[src/rtl/rv32i_types.sv]
// rtl/rv32i_types.sv - shared fetch packet, fetch FSM state and address helper
//
// Purpose : types shared by the fetch PC generator and its packet buffer.
// Contents: XLEN/ILEN widths, fetch_pkt_t, fetch_state_t, align_word().
package rv32i_types;

  localparam int unsigned XLEN = 32;
  localparam int unsigned ILEN = 32;

  typedef struct packed {
    logic [XLEN-1:0] pc;
    logic [ILEN-1:0] instr;
    logic            pred_taken;
    logic [XLEN-1:0] pred_target;
  } fetch_pkt_t;

  typedef enum logic [1:0] {
    ST_IDLE   = 2'd0,  // no request outstanding
    ST_BUSY   = 2'd1,  // request outstanding, response will be kept
    ST_SQUASH = 2'd2   // request outstanding, response will be dropped
  } fetch_state_t;

  // BTB targets may carry junk in the byte-offset bits; fetch is word aligned.
  function automatic logic [XLEN-1:0] align_word(input logic [XLEN-1:0] addr);
    return {addr[XLEN-1:2], 2'b00};
  endfunction

endpackage

[src/rtl/fetch_pc_gen_if.sv]
// rtl/fetch_pc_gen_if.sv - fetch bus: imem, BTB, execute redirect and decode handshake
//
// Purpose: bundles every non-clock signal of fetch_pc_gen.
// Modports:
//   master - the fetch unit (drives imem_addr/imem_read, btb_predict_pc, if_* packet)
//   slave  - the environment (imem, BTB, execute stage, decode)
interface fetch_pc_gen_if #(
  parameter int unsigned ADDR_WIDTH  = 32,
  parameter int unsigned INSTR_WIDTH = 32
);

  logic [ADDR_WIDTH-1:0]  imem_addr;
  logic                   imem_read;
  logic [INSTR_WIDTH-1:0] imem_rdata;
  logic                   imem_resp;

  logic [ADDR_WIDTH-1:0]  btb_predict_pc;
  logic [ADDR_WIDTH-1:0]  btb_predicted_pc;
  logic                   btb_prediction;

  logic                   ex_redirect;
  logic [ADDR_WIDTH-1:0]  ex_redirect_pc;

  logic                   if_valid;
  logic                   if_ready;
  logic [ADDR_WIDTH-1:0]  if_pc;
  logic [INSTR_WIDTH-1:0] if_instr;
  logic                   if_pred_taken;
  logic [ADDR_WIDTH-1:0]  if_pred_target;

  modport master (
    output imem_addr, imem_read, btb_predict_pc,
    output if_valid, if_pc, if_instr, if_pred_taken, if_pred_target,
    input  imem_rdata, imem_resp, btb_predicted_pc, btb_prediction,
    input  ex_redirect, ex_redirect_pc, if_ready
  );

  modport slave (
    input  imem_addr, imem_read, btb_predict_pc,
    input  if_valid, if_pc, if_instr, if_pred_taken, if_pred_target,
    output imem_rdata, imem_resp, btb_predicted_pc, btb_prediction,
    output ex_redirect, ex_redirect_pc, if_ready
  );

endinterface

[src/rtl/fetch_pc_gen_buf.sv]
// rtl/fetch_pc_gen_buf.sv - 2-entry FIFO of fetch packets with flush
//
// Purpose: holds fetched packets until decode accepts them.
// Ports:
//   clk, rst        clock, asynchronous active-high reset
//   push, push_pkt  write a packet at the tail
//   pop             remove the head packet (ignored when empty)
//   flush           drop all entries; wins over push and pop
//   head            packet at the head (valid when !empty)
//   count/full/empty occupancy
module fetch_buf
  import rv32i_types::*;
(
  input  logic       clk,
  input  logic       rst,
  input  logic       push,
  input  fetch_pkt_t push_pkt,
  input  logic       pop,
  input  logic       flush,
  output fetch_pkt_t head,
  output logic [1:0] count,
  output logic       full,
  output logic       empty
);

  fetch_pkt_t mem [2];
  logic       rd_ptr;
  logic       wr_ptr;
  logic       pop_ok;

  assign empty  = (count == 2'd0);
  assign full   = (count == 2'd2);
  assign pop_ok = pop && !empty;
  assign head   = mem[rd_ptr];

  always_ff @(posedge clk or posedge rst) begin
    if (rst) begin
      rd_ptr <= 1'b0;
      wr_ptr <= 1'b0;
      count  <= 2'd0;
    end else if (flush) begin
      rd_ptr <= 1'b0;
      wr_ptr <= 1'b0;
      count  <= 2'd0;
    end else begin
      if (push)   wr_ptr <= ~wr_ptr;
      if (pop_ok) rd_ptr <= ~rd_ptr;
      case ({push, pop_ok})
        2'b10:   count <= count + 2'd1;
        2'b01:   count <= count - 2'd1;
        default: count <= count;
      endcase
    end
  end

  // Payload storage needs no reset: count gates everything that reads it.
  always_ff @(posedge clk) begin
    if (push && !flush) mem[wr_ptr] <= push_pkt;
  end

  // The fetch FSM never lets buffered + outstanding exceed two entries.
  no_overflow: assert property (@(posedge clk) disable iff (rst)
    !(push && !flush && full && !pop_ok));

endmodule

[src/rtl/fetch_pc_gen.sv]
// rtl/fetch_pc_gen.sv - fetch-stage next-PC generator with BTB lookup and packet buffer
//
// Purpose: owns the fetch PC, issues one imem read at a time, picks the next PC
//   from the BTB or PC+4, squashes in-flight reads on execute redirects and hands
//   {pc, instr, prediction} packets to decode through a 2-entry buffer.
// Ports:
//   clk  clock
//   rst  asynchronous active-high reset
//   bus  fetch_pc_gen_if.master: imem_*, btb_*, ex_redirect*, if_* handshake
module fetch_pc_gen
  import rv32i_types::*;
#(
  parameter int unsigned           ADDR_WIDTH  = XLEN,
  parameter int unsigned           INSTR_WIDTH = ILEN,
  parameter logic [ADDR_WIDTH-1:0] RESET_PC    = 32'h6000_0000
) (
  input  logic           clk,
  input  logic           rst,
  fetch_pc_gen_if.master bus
);

  fetch_state_t          state;
  logic [ADDR_WIDTH-1:0] pc_q;
  logic [ADDR_WIDTH-1:0] req_addr_q;
  logic [ADDR_WIDTH-1:0] npc;
  logic [INSTR_WIDTH-1:0] rdata;

  fetch_pkt_t push_pkt;
  fetch_pkt_t head;
  logic [1:0] buf_count;
  logic       buf_full;
  logic       buf_empty;
  logic       push;
  logic       pop;

  assign rdata = bus.imem_rdata;
  assign pop   = bus.if_valid && bus.if_ready;
  // A redirect in the response cycle drops the data; the buffer is flushed anyway.
  assign push  = (state == ST_BUSY) && bus.imem_resp && !bus.ex_redirect;
  assign npc   = bus.btb_prediction ? align_word(bus.btb_predicted_pc)
                                    : req_addr_q + ADDR_WIDTH'(4);

  always_comb begin
    push_pkt             = '0;
    push_pkt.pc          = req_addr_q;
    push_pkt.instr       = rdata;
    push_pkt.pred_taken  = bus.btb_prediction;
    push_pkt.pred_target = bus.btb_predicted_pc;
  end

  always_ff @(posedge clk or posedge rst) begin
    if (rst) begin
      state      <= ST_IDLE;
      pc_q       <= RESET_PC;
      req_addr_q <= RESET_PC;
    end else if (bus.ex_redirect) begin
      pc_q <= bus.ex_redirect_pc;
      // An outstanding read must still complete; its data is discarded.
      case (state)
        ST_BUSY, ST_SQUASH: state <= bus.imem_resp ? ST_IDLE : ST_SQUASH;
        default:            state <= ST_IDLE;
      endcase
    end else begin
      case (state)
        ST_IDLE: begin
          // One free slot is enough: the response lands after the request.
          if (!buf_full) begin
            req_addr_q <= pc_q;
            state      <= ST_BUSY;
          end
        end
        ST_BUSY: begin
          if (bus.imem_resp) begin
            pc_q <= npc;
            // Issue back-to-back only if the buffer will still have room
            // for this read's response after the current push.
            if (buf_count == 2'd0 || pop) begin
              req_addr_q <= npc;
            end else begin
              state <= ST_IDLE;
            end
          end
        end
        ST_SQUASH: begin
          if (bus.imem_resp) state <= ST_IDLE;
        end
        default: state <= ST_IDLE;
      endcase
    end
  end

  fetch_buf u_buf (
    .clk      (clk),
    .rst      (rst),
    .push     (push),
    .push_pkt (push_pkt),
    .pop      (pop),
    .flush    (bus.ex_redirect),
    .head     (head),
    .count    (buf_count),
    .full     (buf_full),
    .empty    (buf_empty)
  );

  assign bus.imem_read      = (state != ST_IDLE);
  assign bus.imem_addr      = req_addr_q;
  assign bus.btb_predict_pc = req_addr_q;
  assign bus.if_valid       = !buf_empty;
  assign bus.if_pc          = head.pc;
  assign bus.if_instr       = head.instr;
  assign bus.if_pred_taken  = head.pred_taken;
  assign bus.if_pred_target = head.pred_target;

endmodule

[src/flat_wrapper.sv]
// flat-port wrapper written by rule: the top's interface ports become plain ports
module fetch_pc_gen_flat import rv32i_types::*;
#(
  parameter int unsigned           ADDR_WIDTH  = XLEN,
  parameter int unsigned           INSTR_WIDTH = ILEN,
  parameter logic [ADDR_WIDTH-1:0] RESET_PC    = 32'h6000_0000
)
  (clk, rst, bus_imem_addr, bus_imem_read, bus_btb_predict_pc, bus_if_valid, bus_if_pc, bus_if_instr, bus_if_pred_taken, bus_if_pred_target, bus_imem_rdata, bus_imem_resp, bus_btb_predicted_pc, bus_btb_prediction, bus_ex_redirect, bus_ex_redirect_pc, bus_if_ready);
  fetch_pc_gen_if #(.ADDR_WIDTH(ADDR_WIDTH), .INSTR_WIDTH(INSTR_WIDTH)) bus_i ();
  input  logic clk;
  input  logic rst;
  output wire logic [$bits(bus_i.imem_addr)-1:0] bus_imem_addr;
  output wire logic [$bits(bus_i.imem_read)-1:0] bus_imem_read;
  output wire logic [$bits(bus_i.btb_predict_pc)-1:0] bus_btb_predict_pc;
  output wire logic [$bits(bus_i.if_valid)-1:0] bus_if_valid;
  output wire logic [$bits(bus_i.if_pc)-1:0] bus_if_pc;
  output wire logic [$bits(bus_i.if_instr)-1:0] bus_if_instr;
  output wire logic [$bits(bus_i.if_pred_taken)-1:0] bus_if_pred_taken;
  output wire logic [$bits(bus_i.if_pred_target)-1:0] bus_if_pred_target;
  input wire logic [$bits(bus_i.imem_rdata)-1:0] bus_imem_rdata;
  input wire logic [$bits(bus_i.imem_resp)-1:0] bus_imem_resp;
  input wire logic [$bits(bus_i.btb_predicted_pc)-1:0] bus_btb_predicted_pc;
  input wire logic [$bits(bus_i.btb_prediction)-1:0] bus_btb_prediction;
  input wire logic [$bits(bus_i.ex_redirect)-1:0] bus_ex_redirect;
  input wire logic [$bits(bus_i.ex_redirect_pc)-1:0] bus_ex_redirect_pc;
  input wire logic [$bits(bus_i.if_ready)-1:0] bus_if_ready;
  assign bus_imem_addr = bus_i.imem_addr;
  assign bus_imem_read = bus_i.imem_read;
  assign bus_btb_predict_pc = bus_i.btb_predict_pc;
  assign bus_if_valid = bus_i.if_valid;
  assign bus_if_pc = bus_i.if_pc;
  assign bus_if_instr = bus_i.if_instr;
  assign bus_if_pred_taken = bus_i.if_pred_taken;
  assign bus_if_pred_target = bus_i.if_pred_target;
  assign bus_i.imem_rdata = bus_imem_rdata;
  assign bus_i.imem_resp = bus_imem_resp;
  assign bus_i.btb_predicted_pc = bus_btb_predicted_pc;
  assign bus_i.btb_prediction = bus_btb_prediction;
  assign bus_i.ex_redirect = bus_ex_redirect;
  assign bus_i.ex_redirect_pc = bus_ex_redirect_pc;
  assign bus_i.if_ready = bus_if_ready;
  fetch_pc_gen #(.ADDR_WIDTH(ADDR_WIDTH), .INSTR_WIDTH(INSTR_WIDTH), .RESET_PC(RESET_PC)) u_core (.clk(clk), .rst(rst), .bus(bus_i));
endmodule
[config.mk]
export PLATFORM = sky130hd
export DESIGN_NAME = fetch_pc_gen_flat
export DESIGN_NICKNAME = d
export VERILOG_FILES = /design/src/rtl/rv32i_types.sv /design/src/rtl/fetch_pc_gen_if.sv /design/src/rtl/fetch_pc_gen_buf.sv /design/src/rtl/fetch_pc_gen.sv /design/src/flat_wrapper.sv
export SDC_FILE = /design/constraint.sdc
export NUM_CORES = 1
export LEC_CHECK = 0
export CAP_MARGIN = 20
export CORE_MARGIN = 4
export CORE_UTILIZATION = 40
export CTS_CLUSTER_SIZE = 30
export DETAILED_ROUTE_END_ITERATION = 8
export PLACE_DENSITY = 0.72
export REMOVE_ABC_BUFFERS = 1
export SLEW_MARGIN = 20
export SYNTH_ARGS = -nofsm -noshare
export SYNTH_HDL_FRONTEND = slang
export SYNTH_HIERARCHICAL = 1
export SYNTH_SLANG_ARGS = --single-unit
[constraint.sdc]
create_clock -name clk -period 8.45 [get_ports clk]
set_input_delay 2.535 -clock clk [delete_from_list [all_inputs] [get_ports clk]]
set_output_delay 2.535 -clock clk [all_outputs]
set_load 0.1 [all_outputs]
======== Word level (Yosys, flattened, before mapping) ========
Memory sizes are Yosys's and may differ from the RTL's.
Cells that the tools add are included.
operators by class
  add/subtract/negate cells ............... 3
  eq/ne operators ......................... 12
  multiplexer cells ....................... 24
  bitwise gates (word level) .............. 3
  reduce and logical (&&, ||, !) cells .... 21
operators by type and width
  cell                                                  count
  2-to-1 mux 32 bit                                     7
  case mux 32 bit (2 select lines)                      1
  adder 32 x 3 -> 32 bit (second input constant)        1
  2-to-1 mux 2 bit                                      8
  inequality test 3 bit (second input constant)         4
  nonzero test 2 bit                                    6
  equality test 2 bit (second input constant)           3
  2-to-1 mux 1 bit                                      6
  inequality test 2 bit (second input constant)         3
  case mux 2 bit (3 select lines)                       1
  logical AND 1 bit                                     5
  AND reduction 5 bit                                   1
  equality test 2 x 1 -> 1 bit (second input constant)  2
  logical NOT 2 bit                                     2
  case mux 2 bit (2 select lines)                       1
  AND reduction 4 bit                                   1
  inverter 1 bit                                        3
  nonzero test 3 bit                                    1
  adder 2 x 1 -> 2 bit (second input constant)          1
  logical NOT 1 bit                                     2
  AND reduction 2 bit                                   1
  OR reduction 2 bit                                    1
  subtractor 2 x 1 -> 2 bit (second input constant)     1
  logical OR 1 bit                                      1
word-level totals
  register bits after elaboration ......... 70
  bits in writable memories ............... 194
  input bits .............................. 102
  output and inout bits ................... 163
  logic and storage cells ................. 70
  memories kept ........................... 1
memory list
  name              words  width  read ports  clocked after Yosys merged registers in  write ports  line                    source
  u_core.u_buf.mem  2      97     1           0                                        1            fetch_pc_gen_buf.sv:26  fetch_pkt_t mem [2];

======== Depth between registers and ports, before layout ========
Gate-level depths: netlist of run 1.
  depth after elaboration ................. 8
  mapped depth ............................ 9
  gate-level depth less buffers ........... 8

======== By module ========
The synthesis of run 1 kept the hierarchy.
modules (own cells, without submodules)
  module        instances  cells each  area an instance (µm²)  seq. area each (µm²)
  fetch_buf     1          327         7302.0                  5925.7
  fetch_pc_gen  1          573         4633.2                  1656.6

======== Least setup slack after synthesis of run 1 ========
OpenSTA, ideal clock, no wires.
  kind .................................... input to register
  start point ............................. input port bus_ex_redirect
  end point ............................... memory u_core/u_buf/mem[0][0] (netlist bit), enable pin
  setup time .............................. 0.554 ns
  arrival time ............................ 7.550 ns
  required time ........................... 7.896 ns
  slack ................................... 0.347 ns
  stages on the path ...................... 6
  buffers on the path ..................... 2
  cell sequence ........................... clkbuf_1 nand2b_1 inv_1 clkbuf_1 nand2b_1 nor2_1
between the ends
  longest elaborated chain between the ends .. 5
ends and longest elaborated chain
  element                                 line                    source
  start: declaration                      flat_wrapper.sv:24      input wire logic [$bits(bus_i.ex_redirect)-1:0] bus_ex_redirect;
  logical NOT 1 bit                       fetch_pc_gen.sv:39      assign push = (state == ST_BUSY) && bus.imem_resp && !bus.ex_redirect;
  logical AND 1 bit                       fetch_pc_gen.sv:39
  via u_core.push                         fetch_pc_gen.sv:33      logic push;
  logical AND 1 bit                       fetch_pc_gen_buf.sv:58  if (push && !flush) mem[wr_ptr] <= push_pkt;
  2-to-1 mux 1 bit                        fetch_pc_gen_buf.sv:58
  2-to-1 mux 1 bit (not written as such)  fetch_pc_gen_buf.sv:58
  end: declaration                        fetch_pc_gen_buf.sv:26
The timed path passes the listed nets, and every way through them passes these cells.

======== Worst setup path after layout of run 1 ========
  start point ............................. register u_core.u_buf.rd_ptr
  end point ............................... output port bus_if_instr[6]
between the ends
  longest elaborated chain between the ends .. 1
ends and longest elaborated chain
  element                   line                    source
  start: declaration        fetch_pc_gen_buf.sv:27  logic rd_ptr;
  start signal: assignment  fetch_pc_gen_buf.sv:47  if (pop_ok) rd_ptr <= ~rd_ptr;
  memory read (2 x 97 bit)  -
  end: declaration          flat_wrapper.sv:17      output wire logic [$bits(bus_i.if_instr)-1:0] bus_if_instr;
Every way passes these cells.

==> impl_results.md, run 1 <==
* Setup TNS at 0 ns
* Max IR drop VDD at 334 µV
* DRT iter0 DRCs at 692
* Pleak at 5.43 nW
* First-pass GRT wire length at 46900 µm
* Clock sinks at 264
* Initial core utilization at 41.0%
* Non-filler cells, final at 1531
* Total length of routed met2 wires at 14400 µm
* GR Util All Layers at 17.7%
* Core Region at 0.0291 mm²
* Diodes inserted at 0
* Crit. End Element: primary output
* DP Cell Count at 1479
* Avg Inst Size Synth at 13.3 µm²
* Yosys warnings at 6
* Power Density at 339 mW/mm²
* Clk slew on worst S/H paths at 0.06 ns
* Port Buffer Count at 264
* Fraction of layout cells with a size suffix above 1 at 15.1%
* Post-CTS setup buffers at 0
* CTS tree: yes
* Met3 WL at 2200 µm
* Fin nets at 1231
* Final Instance Area at 0.0156 mm²
* Cell variety after synth at 67
* FF/Latch Area at 0.00759 mm²
* Hpwl dp at 20200 µm
* Crit start category: register
* Cts repair resizes at 0
* Yosys top cell area share at 48.8%
* Min-Delay Path Class: register to register
* Synth area leaders: edfxtp_1 49%, dfrtp_1 14%, mux2_2 7.3%
* Initial antenna violation count at 0
* Arr. time, crit path at 3.70 ns
* Ys flop type: edfxtp_1
* Sequential area share after synthesis at 63.5%
* Highest metal used: met4
* Final hold vios at 0
* Ys async rst share at 26.5%
* Fin crit period at 6.24 ns
* CTS Buffer Depth at 3
* Residual DRC at 0
* CP max FO at 68
* Unrepaired setup endpoints after global routing: no
* Cells after Synth at 900
* Drt total wl at 30200 µm
* Area leader, netlist: edfxtp_1
* Critical path type: register to primary output
* Post-CTS Hold Fix Bufs at 0
* Worst-Skew Late Latency at 0.54 ns
* Setup Skew at 0.0116 ns
* Seq cells post-synth at 264
* Syn Std Cell Area at 0.0119 mm²
* Normalized max-slew margin at 28.1%
* Routed vias/inst at 5.35
* Actual slew at the worst max-slew pin at 1.08 ns
* TritonCTS buffer count at 28
* DR vias at 8187
* Post-DP Area at 0.0147 mm²
* First-pass DRT Iterations at 5
* Post-route ant nets at 0
* Die width at 181 µm
* Wire per inst at 19.7 µm
* RD Place Congestion at 0.806
* GRT Residual Overflow at 0
* Root Buffer: clkbuf_16
* Fillers at 2438
* Pin count of the biggest net entering global routing at 87
* Fin crit share at 73.8%
* Die height at 181 µm
* Multi-input logic area at 0.00384 mm²
* Total power at 5.30 mW
* Number of global-route vias before repair at 8164
* H-Tree Depth at 1
* # IOs at 265
* Max-slew violations at 0
* Worst endpoint required time at 5.92 ns
* M1 WL at 13100 µm
* Maximum clock rate at 0.160 GHz
* Final setup violation count at 0
* Post-synth EDFFs at 194
* FP Rows at 62
* Layout area overhead at 30.9%
* Max Cap Viol at 0
* Die ar. at 0.0327 mm²
* Status: finished clean
critical path, cell delays in order (launching register included):
cell,delay [ns]
dfrtp_4,1.06
buf_4,0.54
mux2_2,0.25
clkdlybuf4s50_1,1.14
synthesized netlist by cell type (7+ instances only):
| master | instances |
|---|---|
| a21oi_1 | 43 |
| buf_2 | 9 |
| buf_4 | 32 |
| clkbuf_1 | 32 |
| dfrtp_1 | 66 |
| edfxtp_1 | 194 |
| inv_1 | 17 |
| mux2_2 | 77 |
| mux2_4 | 20 |
| mux2i_1 | 20 |
| nand2_1 | 82 |
| nand2b_1 | 11 |
| nand3_1 | 15 |
| nand3b_1 | 7 |
| nand4_1 | 11 |
| nor2_1 | 31 |
| nor2b_1 | 12 |
| nor3_1 | 13 |
| nor4_1 | 9 |
| o21a_1 | 8 |
| o21ai_0 | 61 |
| o221ai_1 | 9 |
| xnor2_1 | 10 |
path summary, 6_finish.rpt:
| check | startpoint | to | slack [ns] | depth (start not counted) |
|---|---|---|---|---|
| max | u_core/u_buf/rd_ptr | bus_if_instr[6] | 2.21 | 3 |
| min | u_core/pc_q[22] | u_core/bus.btb_predict_pc[22] | 0.50 | 2 |
| max reg2reg | u_core/state[1] | u_core/u_buf/mem[1][94] | 4.65 | 9 |
| min reg2reg | u_core/pc_q[22] | u_core/bus.btb_predict_pc[22] | 0.50 | 2 |
| max in group asynchronous | rst | u_core/bus.btb_predict_pc[28] | 5.04 | 3 |
| min in group asynchronous | rst | u_core/u_buf/count[0] | 2.28 | 2 |
area by class of cell:
type / instances / share of cell area [%]
repair buffers: 276 / 17.7
multi-input cells: 537 / 24.6
clock buffers: 36 / 4.74
well taps: 384 / 3.08
inverters: 18 / 0.432
clock inverters: 16 / 0.945
flip-flops and latches: 264 / 48.6
layer usage:
metal | global-route usage, % | vias up
li1 | - | 3810
met1 | 24.5 | 4002
met2 | 29.1 | 330
met3 | 3.78 | 45
met4 | 3.39 | 0
met5 | 0 | -
report_power, final:
| part | internal (mW) | switching, mW |
|---|---|---|
| Sequential | 1.58 | 0.251 |
| Clock | 0.681 | 0.493 |
| Combinational | 0.574 | 1.72 |
| Total | 2.83 | 2.46 |
registers in the layout, indices dropped and copies added (netlist names):
signal	count
u_core/u_buf/count	2
u_core/u_buf/mem	194
u_core/state	2
u_core/pc_q	32
u_core/u_buf/wr_ptr	1
u_core/bus.btb_predict_pc	32
u_core/u_buf/rd_ptr	1
placed cells by master, fill, tap and decap left out, drive strengths merged, types with 5 or more instances in the layout:
cell / count
nor2: 31
nand4: 12
nand3: 15
mux2: 97
a21oi: 43
and3: 5
mux2i: 20
dfrtp: 66
nand2b: 11
a31oi: 6
clkdlybuf4s50: 262
nor3: 14
o21ai: 62
nor4: 9
nor2b: 12
nand3b: 7
xnor2: 10
edfxtp: 194
buf: 14
a22o: 6
o21a: 8
o311ai: 5
o31a: 5
o221ai: 9
clkbuf: 36
o211ai: 6
and4: 5
inv: 17
nand2: 82
clkinv: 11
logic make-up after synthesis:
group | count (synthesis) | share of synthesized area, %
fa+ha+maj | 4 | 0.419
buf+inv | 99 | 4.47
simple gates | 220 | 9.28
mux | 117 | 11.5
xor+xnor | 14 | 1.03
flops | 264 | 63.5
compound gates | 182 | 9.82
metrics by stage:
| stage | worst slack, ns | utilization [%] | hold WS [ns] |
|---|---|---|---|
| global placement | 2.45 | 50.6 | 0.488 |
| finish | 2.21 | 53.7 | 0.503 |
| CTS | 2.19 | 53.7 | 0.513 |
| global route | 2.06 | 53.7 | 0.531 |
| floorplan | 0.125 | - | 0.473 |
| detailed placement | 2.78 | 50.6 | 0.498 |
No activity file was read; power rests on OpenSTA's default activity.
==> inputs of run 2 (changes only) <==
--- a/config.mk
+++ b/config.mk
@@ -10,7 +10,7 @@
 export CORE_UTILIZATION = 40
 export CTS_CLUSTER_SIZE = 30
 export DETAILED_ROUTE_END_ITERATION = 8
-export PLACE_DENSITY = 0.72
+export PLACE_DENSITY = 0.74
 export REMOVE_ABC_BUFFERS = 1
 export SLEW_MARGIN = 20
 export SYNTH_ARGS = -nofsm -noshare
==> constraint.sdc (replaced) <==
create_clock -name clk -period 5.2 [get_ports clk]
set_input_delay 1.56 -clock clk [delete_from_list [all_inputs] [get_ports clk]]
set_output_delay 1.56 -clock clk [all_outputs]
set_load 0.1 [all_outputs]
==> impl_results.md, run 2 (synthesized netlist as in run 1, its figures left out) <==
* Root Buffer: clkbuf_16
* Clock sinks at 264 (unchanged)
* Status: finished clean
* Final setup violation count at 0 (unchanged)
* Highest metal used: met5
* Post-route ant nets at 0 (unchanged)
* Post-CTS Hold Fix Bufs at 0 (unchanged)
* Max IR drop VDD at 347 µV (+3.7%)
* Wire per inst at 19.8 µm (+0.48%)
* Die width at 181 µm (unchanged)
* Core Region at 0.0291 mm² (unchanged)
* Sw Share at 45.9% (-0.61 points)
* Top Family by Delay on Critical Path: buffers and inverters
* Clock Power Share at 22.8% (+0.6 points)
* Final hold vios at 0 (unchanged)
* CTS Buffer Depth at 3 (unchanged)
* Cts repair resizes at 0 (unchanged)
* Pleak at 5.52 nW (+1.8%)
* Met3 WL at 2230 µm (+1.7%)
* Die ar. at 0.0327 mm² (unchanged)
* Power Density at 560 mW/mm² (+65%)
* Fin nets at 1236 (+0.41%)
* CTS tree: yes
* H-Tree Depth at 1 (unchanged)
* Setup TNS at 0 ns (unchanged)
* Min-Delay Path Class: register to register
* Largest register FFs at 194 (unchanged)
* FF-to-FF setup slack at 2.55 ns (-2.10 ns)
* Hpwl dp at 20800 µm (+2.7%)
* Total power at 8.70 mW (+64%)
* Largest stage delay on the critical path at 1.13 ns (about the same)
* Crit. End Element: primary output
* FP Rows at 62 (unchanged)
* Die height at 181 µm (unchanged)
* Commonest non-fill, non-tap cell in the layout: clkdlybuf4s50_1
* Crit start category: register
* Clk slew on worst S/H paths at 0.06 ns (about the same)
* Layout area overhead at 30.1%
* Routed vias/inst at 5.35 (about the same)
* Actual slew at the worst max-slew pin at 1.02 ns (-0.0566 ns)
* CP Buf/Inv Count at 1 (-1)
* Pint at 4.71 mW (+66%)
* Pin count of the biggest net entering global routing at 77 (-11%)
* # IOs at 265 (unchanged)
* Critical path type: register to primary output
* Final Instance Area at 0.0155 mm² (-0.57%)
* GRT Residual Overflow at 0 (unchanged)
* TritonCTS buffer count at 28 (unchanged)
* Commonest cells after routing, fill and taps aside: 204 x clkdlybuf4s50_1, 194 x edfxtp_1, 82 x nand2_1
* DRT iter0 DRCs at 833 (+20%)
* Initial core utilization at 41.0% (unchanged)
* First-pass DRT Iterations at 6 (+1)
* Post-DP Area at 0.0146 mm² (-0.90%)
* Number of global-route vias before repair at 8082 (-1.0%)
* Post-CTS setup buffers at 0 (unchanged)
* Crit-path cells: mux2_2, clkdlybuf4s50_1
* Combinational Power Share at 43.0% (-0.3 points)
* Fin crit period at 4.68 ns
* Unrepaired setup endpoints after global routing: no
* Drt total wl at 30400 µm (+0.81%)
* Arr. time, crit path at 3.12 ns (-0.58 ns)
* DR vias at 8210 (+0.28%)
* Max Cap Viol at 0 (unchanged)
* First-pass GRT wire length at 46800 µm (-0.26%)
* Biggest register: u_core/u_buf/mem
* CP max FO at 64 (-5.9%)
* Maximum clock rate at 0.214 GHz
* Fraction of layout cells with a size suffix above 1 at 20.3% (+5.2 points)
* Setup Skew at 0.0103 ns (-0.00137 ns)
* Diodes inserted at 0 (unchanged)
* CP max-delay cell: clkdlybuf4s50_1
* RD Place Congestion at 0.815 (+1.1%)
* Normalized max-slew margin at 31.9% (+3.8 points)
* M1 WL at 13100 µm (about the same)
* Max-slew violations at 0 (unchanged)
* Residual DRC at 0 (unchanged)
* Min Hold Slack at 0.502 ns (-0.000567 ns)
* Seq pwr share at 34.2% (-0.4 points)
* Port Buffer Count at 264 (unchanged)
* Worst-Skew Late Latency at 0.53 ns (about the same)
* GR Util All Layers at 17.8% (+0.13 points)
* Worst endpoint required time at 3.64 ns (-2.28 ns)
* Initial antenna violation count at 1 (+1)
* Switching power total at 3.99 mW (+62%)
* Fin crit share at 90.0%
* Total length of routed met2 wires at 14500 µm (+0.60%)
-- run 2: path summary, 6_finish.rpt --
path / start / end / cells after the start
max: u_core/u_buf/rd_ptr / bus_if_pred_target[16] / 2
min: u_core/pc_q[1] / u_core/bus.btb_predict_pc[1] / 1
max reg2reg: u_core/state[1] / u_core/bus.btb_predict_pc[25] / 8
min reg2reg: u_core/pc_q[1] / u_core/bus.btb_predict_pc[1] / 1
max in group asynchronous: rst / u_core/pc_q[10] / 3
min in group asynchronous: rst / u_core/u_buf/count[1] / 2
-- run 2: final cells by class --
type,instances,area [µm²]
timing repair buffer,281,2630
tap,384,480
clock inverter,12,135
multi-input combinational,537,3840
sequential,264,7590
clock buffer,40,797
fill,2413,13600
inverter,18,67.6
-- run 2: metal layers --
layer  vias to the layer above  GRT usage [%]
li1                       3832              -
met3                        42           3.66
met2                       315           29.3
met4                         2           3.51
met5                         -              0
met1                      4019           24.7
-- run 2: metrics by stage --
stage | setup WS (ns) | util (%) | std cells
after floorplan | -2.20 | - | 819
after global placement | 1.09 | 50.2 | 1484
after detailed placement | 1.05 | 50.2 | 1484
after CTS | 0.469 | 53.4 | 1536
after global routing | 0.416 | 53.4 | 1536
final | 0.521 | 53.4 | 1536
-- run 2: power by group through the flow --
stage / Combinational, mW / Sequential, mW / Clock (mW)
2_1_floorplan: 1.12 / 4.59 / 0
3_3_place_gp: 3.70 / 3.00 / 0
3_5_place_dp: 3.74 / 3.01 / 0
4_1_cts: 3.75 / 2.97 / 2.03
5_1_grt: 3.89 / 3.02 / 2.13
6_report: 3.74 / 2.97 / 1.99
